===== src/rtl/datapath_seq_pkg.sv =====
// Op encodings, FSM states and bus-source codes shared by the datapath_seq files.
// DATAPATH_SEQ_MUL_EN makes MUL/MFHI/MFLO legal ops.
package datapath_seq_pkg;

  localparam logic [3:0] OP_ADD  = 4'h0;
  localparam logic [3:0] OP_SUB  = 4'h1;
  localparam logic [3:0] OP_AND  = 4'h2;
  localparam logic [3:0] OP_OR   = 4'h3;
  localparam logic [3:0] OP_SHL  = 4'h4;
  localparam logic [3:0] OP_SHR  = 4'h5;
  localparam logic [3:0] OP_LDI  = 4'h6;
  localparam logic [3:0] OP_MOV  = 4'h7;
  localparam logic [3:0] OP_MUL  = 4'h8;
  localparam logic [3:0] OP_MFHI = 4'h9;
  localparam logic [3:0] OP_MFLO = 4'hA;

  typedef enum logic [1:0] {
    IDLE = 2'd0,
    TA   = 2'd1,
    TB   = 2'd2,
    TW   = 2'd3
  } state_t;

  typedef enum logic [4:0] {
    SRC_NONE = 5'b00000,
    SRC_REG  = 5'b00001,
    SRC_ZLO  = 5'b00010,
    SRC_IMM  = 5'b00100,
    SRC_HI   = 5'b01000,
    SRC_LO   = 5'b10000
  } bus_src_t;

  function automatic logic is_legal(input logic [3:0] op);
`ifdef DATAPATH_SEQ_MUL_EN
    return op <= OP_MFLO;
`else
    return op <= OP_MOV;
`endif
  endfunction

  function automatic logic is_two_src(input logic [3:0] op);
    return (op <= OP_SHR) || (op == OP_MUL);
  endfunction

  function automatic logic uses_ra(input logic [3:0] op);
    return is_two_src(op) || (op == OP_MOV);
  endfunction

  // MUL lands in HI/LO, so its rd field is never checked or written.
  function automatic logic uses_rd(input logic [3:0] op);
    return op != OP_MUL;
  endfunction

endpackage


===== src/rtl/datapath_seq_alu.sv =====
// Combinational ALU: (op, Y, bus) -> double-width Z.
// MUL produces a full product only when DATAPATH_SEQ_MUL_EN is defined.
module datapath_seq_alu
  import datapath_seq_pkg::*;
#(
  parameter int WIDTH = 32
) (
  input  logic [3:0]         op,
  input  logic [WIDTH-1:0]   a,
  input  logic [WIDTH-1:0]   b,
  output logic [2*WIDTH-1:0] z
);
  localparam int SW = $clog2(WIDTH);

  logic [SW-1:0] sh;
  assign sh = b[SW-1:0];

  always_comb begin
    z = '0;
    case (op)
      OP_ADD: z[WIDTH-1:0] = a + b;
      OP_SUB: z[WIDTH-1:0] = a - b;
      OP_AND: z[WIDTH-1:0] = a & b;
      OP_OR:  z[WIDTH-1:0] = a | b;
      OP_SHL: z[WIDTH-1:0] = a << sh;
      OP_SHR: z[WIDTH-1:0] = a >> sh;
`ifdef DATAPATH_SEQ_MUL_EN
      OP_MUL: z = {{WIDTH{1'b0}}, a} * {{WIDTH{1'b0}}, b};
`endif
      default: z = '0;
    endcase
  end

endmodule


===== src/rtl/datapath_seq.sv =====
// Self-sequenced single-bus datapath: register file, Y, Z and optional HI/LO driven by a T-state FSM.
// DATAPATH_SEQ_MUL_EN adds HI/LO and the MUL/MFHI/MFLO ops.
module datapath_seq
  import datapath_seq_pkg::*;
#(
  parameter int WIDTH    = 32,
  parameter int NUM_REGS = 16
) (
  input  logic             clock,
  input  logic             clear,
  input  logic             op_valid,
  output logic             op_ready,
  input  logic [3:0]       op_code,
  input  logic [4:0]       op_ra,
  input  logic [4:0]       op_rb,
  input  logic [4:0]       op_rd,
  input  logic [WIDTH-1:0] op_imm,
  output logic             done,
  output logic             err,
  output logic [WIDTH-1:0] result,
  input  logic [4:0]       dbg_sel,
  output logic [WIDTH-1:0] dbg_data,
  output logic [WIDTH-1:0] hi_out,
  output logic [WIDTH-1:0] lo_out
);
  localparam int         RW    = $clog2(NUM_REGS);
  localparam logic [5:0] NREGS = 6'(NUM_REGS);

  state_t                         state;
  logic [3:0]                     op_q;
  logic [RW-1:0]                  ra_q, rb_q, rd_q, rsel;
  logic [WIDTH-1:0]               imm_q, y, bus;
  logic                           bad_q, ok;
  logic [NUM_REGS-1:0][WIDTH-1:0] rf;
  logic [2*WIDTH-1:0]             z, alu_z;
  bus_src_t                       src;

`ifdef DATAPATH_SEQ_MUL_EN
  logic [WIDTH-1:0] hi, lo;
  assign hi_out = hi;
  assign lo_out = lo;
`else
  logic unused_zhi;
  assign hi_out     = '0;
  assign lo_out     = '0;
  assign unused_zhi = ^z[2*WIDTH-1:WIDTH];
`endif

  function automatic logic idx_ok(input logic [4:0] idx);
    return {1'b0, idx} < NREGS;
  endfunction

  // Full 5-bit indices are range-checked here; only RW bits are latched.
  assign ok = is_legal(op_code)
           && (!uses_ra(op_code)    || idx_ok(op_ra))
           && (!is_two_src(op_code) || idx_ok(op_rb))
           && (!uses_rd(op_code)    || idx_ok(op_rd));

  assign op_ready = (state == IDLE);
  assign dbg_data = idx_ok(dbg_sel) ? rf[dbg_sel[RW-1:0]] : '0;
  assign rsel     = (state == TB) ? rb_q : ra_q;

  always_comb begin
    src = SRC_NONE;
    case (state)
      TA, TB: src = SRC_REG;
      TW: begin
        if (bad_q) src = SRC_ZLO;
        else begin
          case (op_q)
            OP_LDI:  src = SRC_IMM;
            OP_MOV:  src = SRC_REG;
            OP_MFHI: src = SRC_HI;
            OP_MFLO: src = SRC_LO;
            default: src = SRC_ZLO;
          endcase
        end
      end
      default: src = SRC_NONE;
    endcase
  end

  always_comb begin
    bus = '0;
    case (src)
      SRC_REG: bus = rf[rsel];
      SRC_ZLO: bus = z[WIDTH-1:0];
      SRC_IMM: bus = imm_q;
`ifdef DATAPATH_SEQ_MUL_EN
      SRC_HI:  bus = hi;
      SRC_LO:  bus = lo;
`endif
      default: bus = '0;
    endcase
  end

  datapath_seq_alu #(.WIDTH(WIDTH)) u_alu (
    .op (op_q),
    .a  (y),
    .b  (bus),
    .z  (alu_z)
  );

  always_ff @(posedge clock or negedge clear) begin
    if (!clear) begin
      state  <= IDLE;
      op_q   <= '0;
      ra_q   <= '0;
      rb_q   <= '0;
      rd_q   <= '0;
      imm_q  <= '0;
      bad_q  <= 1'b0;
      rf     <= '0;
      y      <= '0;
      z      <= '0;
      result <= '0;
      done   <= 1'b0;
      err    <= 1'b0;
`ifdef DATAPATH_SEQ_MUL_EN
      hi     <= '0;
      lo     <= '0;
`endif
    end else begin
      done <= 1'b0;
      err  <= 1'b0;
      case (state)
        IDLE: if (op_valid) begin
          op_q  <= op_code;
          ra_q  <= op_ra[RW-1:0];
          rb_q  <= op_rb[RW-1:0];
          rd_q  <= op_rd[RW-1:0];
          imm_q <= op_imm;
          bad_q <= !ok;
          state <= (ok && is_two_src(op_code)) ? TA : TW;
        end
        TA: begin
          y     <= bus;
          state <= TB;
        end
        TB: begin
          z     <= alu_z;
          state <= TW;
        end
        TW: begin
          done  <= 1'b1;
          err   <= bad_q;
          state <= IDLE;
          if (!bad_q) begin
            result <= bus;
`ifdef DATAPATH_SEQ_MUL_EN
            if (op_q == OP_MUL) begin
              hi <= z[2*WIDTH-1:WIDTH];
              lo <= z[WIDTH-1:0];
            end else begin
              rf[rd_q] <= bus;
            end
`else
            rf[rd_q] <= bus;
`endif
          end
        end
        default: state <= IDLE;
      endcase
    end
  end

endmodule


===== config.mk =====
export PLATFORM = sky130hd
export DESIGN_NAME = datapath_seq
export DESIGN_NICKNAME = d
export VERILOG_FILES = /design/src/rtl/datapath_seq_pkg.sv /design/src/rtl/datapath_seq_alu.sv /design/src/rtl/datapath_seq.sv
export SDC_FILE = /design/constraint.sdc
export NUM_CORES = 2
export LEC_CHECK = 0
export CORE_ASPECT_RATIO = 0.5
export CORE_MARGIN = 4
export CORE_UTILIZATION = 46
export DETAILED_ROUTE_END_ITERATION = 6
export DONT_BUFFER_PORTS = 1
export PLACE_DENSITY_LB_ADDON = 0.2
export SLEW_MARGIN = 30
export SYNTH_ARGS = -nofsm -noshare
export SYNTH_HDL_FRONTEND = slang
export SYNTH_SLANG_ARGS = --single-unit

===== constraint.sdc =====
create_clock -name clock -period 9.91 [get_ports clock]
set_clock_uncertainty 0.15 [all_clocks]
set_input_delay 2.4775 -clock clock [delete_from_list [all_inputs] [get_ports clock]]
set_output_delay 2.4775 -clock clock [all_outputs]
set_load 0.01 [all_outputs]

==> impl_metrics.toml <==
[global_route]
antenna_found_initial = 5
grt_pass1_vias = 34000
met2_usage_pct = 49.0
met3_usage_pct = 7.75
grt_busiest_layer = "met1"
use_met1_pct = 49.1
grt_usage_pct = 33.7
grt_max_degree = 662
overflow = 0
grt_pass1_wl_um = 233000

[clock_tree]
clockBufferDepth = 3
cts_tree = "yes"
cts-root-buf = "clkbuf_16"
clkTransAtPathRegs_ns = 0.07
postCtsHoldBufs = 0
numCtsBuffers = 66
post_cts_buffers = 0
htreeDepth = 3
clock_latency_ns = 0.67
post_cts_resized = 0
cts.sinks = 661

[min_path]
min_path_cells = 2
hp-start = "rf[98]"
hold_class = "register to register"

[critical_path]
worst_ep_required_time_ns = 10.29
crit_start = "state[0]"
crit_fanout = 87
ff2ff_path_depth = 24
startpoint_type = "register"
arrival_ns = 9.02
worstReg2RegStart = "state[0]"
end_kind = "register"
critPathKind = "register to register"

[floorplan]
ioPinCount = 190
die_h_um = 218
die_w_um = 427
initial_core_util_pct = 46.7
row_count = 76
core_area_um2 = 86600
die_area_um2 = 93100

[sta]
min_period_ns = 8.64
timing.fmax_mhz = 116
rsz0062_at_grt = "no"
relSlewSlack_pct = 16.9
hold_viol = 0
final.setup.tns_ns = 0
worstMarginPinSlew_ns = 1.25
finalCritPeriodShare_pct = 87.2
maxSlewViolCount = 0
finalSetupViolCount = 0

[synth]
synth_top_area_share_pct = 40.9
synth_edf_count = 0
synth_commonest_cells = "661 x dfrtp_1, 630 x nand2_1, 528 x o21ai_0"
synthFlopType = "dfrtp_1"
async_reset_ff_share_pct = 100
avgSynthCellArea_um2 = 9.20
ys.warnings.count = 0
postSynthCellCount = 4399
synth_seq_cells = 661
synth.distinct_cells = 100
synth.most_common_cell = "dfrtp_1"
synth.area.top_cells = "dfrtp_1 41%, mux4_2 9.7%, o21ai_0 6.5%"
synth_top_area_cell = "dfrtp_1"
syn_area_um2 = 40500
synth.yosys.seq_area_share_pct = 40.9

[route]
viasPerCell = 6.64
route.detailed.wl_per_inst_um = 29.4
dr.pass1.iters = 7
drtIter0Drc = 5318
wl_um = 158000
route.detailed.drc = 0
via_count = 35700
antenna_left = 0

[place]
hpwl_um = 103000
globalplace.congestion = 1.05
numPortBuffers = 0

[final_layout]
n_antenna_cell = 0
syn_to_final_growth_pct = 7.05
fill_cells = 8070
drive_gt1_share_pct = 12.5
finalNetCount = 4253
fin_util_pct = 50.0

[status]
status = "finished, final reports clean"

[flow_run]
cap_violations = 0
cells in the final DEF (no fill, tap or decap), types with 14 or more instances in the layout:
cell,n
dfrtp_1,661
nand2_1,621
o21ai_0,528
a21oi_1,394
nor2_1,380
mux2i_1,189
mux4_2,174
o22ai_1,80
buf_4,77
mux2_2,72
clkbuf_16,67
nor2b_1,66
nand3_1,64
conb_1,64
inv_1,46
o211ai_1,42
a22oi_1,37
a211oi_1,37
xnor2_1,37
ha_1,37
nor3_1,35
a31oi_1,30
a21o_1,20
xor2_1,18
nor4_1,18
a221oi_1,17
nand2b_1,16
and3_1,15
nand2_2,14
o31ai_1,14
stage by stage:
| stage | cell area, um^2 | hold WS, ns | std cells | worst slack (ns) |
|---|---|---|---|---|
| 4_1_cts | 43200 | 0.354 | 5363 | 1.45 |
| 2_1_floorplan | 40700 | 0.309 | 4462 | 2.59 |
| 5_1_grt | 43300 | 0.369 | 5368 | 1.03 |
| 6_report | 43300 | 0.354 | 5368 | 1.27 |
| 3_5_place_dp | 41000 | 0.341 | 5251 | 1.47 |
| 3_3_place_gp | 40900 | 0.326 | 5246 | 1.57 |
per-layer routing:
layer	vias up	share of wire, %
met5	-	0.014
met4	4	4.0
met3	381	11
met2	2053	42
met1	17900	43
li1	15300	-
logic make-up after synthesis:
| group | synth area share [%] |
|---|---|
| AO/OA/AOI/OAI | 20.5 |
| flip-flops | 40.9 |
| buffers and inverters | 5.75 |
| other | 0.00927 |
| XOR/XNOR | 1.19 |
| AND/OR/NAND/NOR | 13.9 |
| multiplexers | 16.6 |
| adder cells (fa/ha/maj) | 1.26 |
state kept, by name, summed over array words and instances, names as in the netlist:
name,count
rb_q,4
err,1
z,32
result,32
rd_q,4
imm_q,32
y,32
ra_q,4
done,1
op_q,4
rf,512
bad_q,1
state,2
worst max-delay path, stage by stage, from the launching register on:
cell      delay [ns]
dfrtp_1         0.42
inv_1           0.10
ha_2            0.74
mux2_8          0.79
mux4_2          0.59
and3_4          0.19
a311oi_4        0.73
nand2_4         0.13
clkinv_2        0.26
ha_1            0.28
nand4_1         0.14
or3_1           0.50
o31ai_1         0.34
xnor2_1         0.13
ha_1            0.38
a21o_1          0.20
a21o_1          0.17
a21o_1          0.19
or3b_2          0.44
a311oi_1        0.52
o31a_1          0.24
o21ai_0         0.16
a31oi_1         0.30
mux2i_1         0.25
a31oi_1         0.11
final cells by class:
class / instances / area (um^2) / area share (%)
inverters: 48 / 181 / 0.419
repair buffers: 90 / 867 / 2.00
multi-input cells: 3287 / 22100 / 51.0
flip-flops and latches: 661 / 16500 / 38.2
clock inverters: 25 / 323 / 0.745
well taps: 1170 / 1460 / 3.38
clock buffers: 87 / 1860 / 4.30
worst paths after layout:
check                      slack, ns      end
max in group asynchronous       5.23  rf[299]
hold / removal                  0.35   rf[98]
min in group asynchronous       1.36   rf[58]
setup / recovery                1.27    z[29]
setup reg to reg                1.27    z[29]
hold reg to reg                 0.35   rf[98]
Power is left out: the tool's default activity adds up to more than one toggle a clock period on the data nets, which glitch-free logic cannot reach.
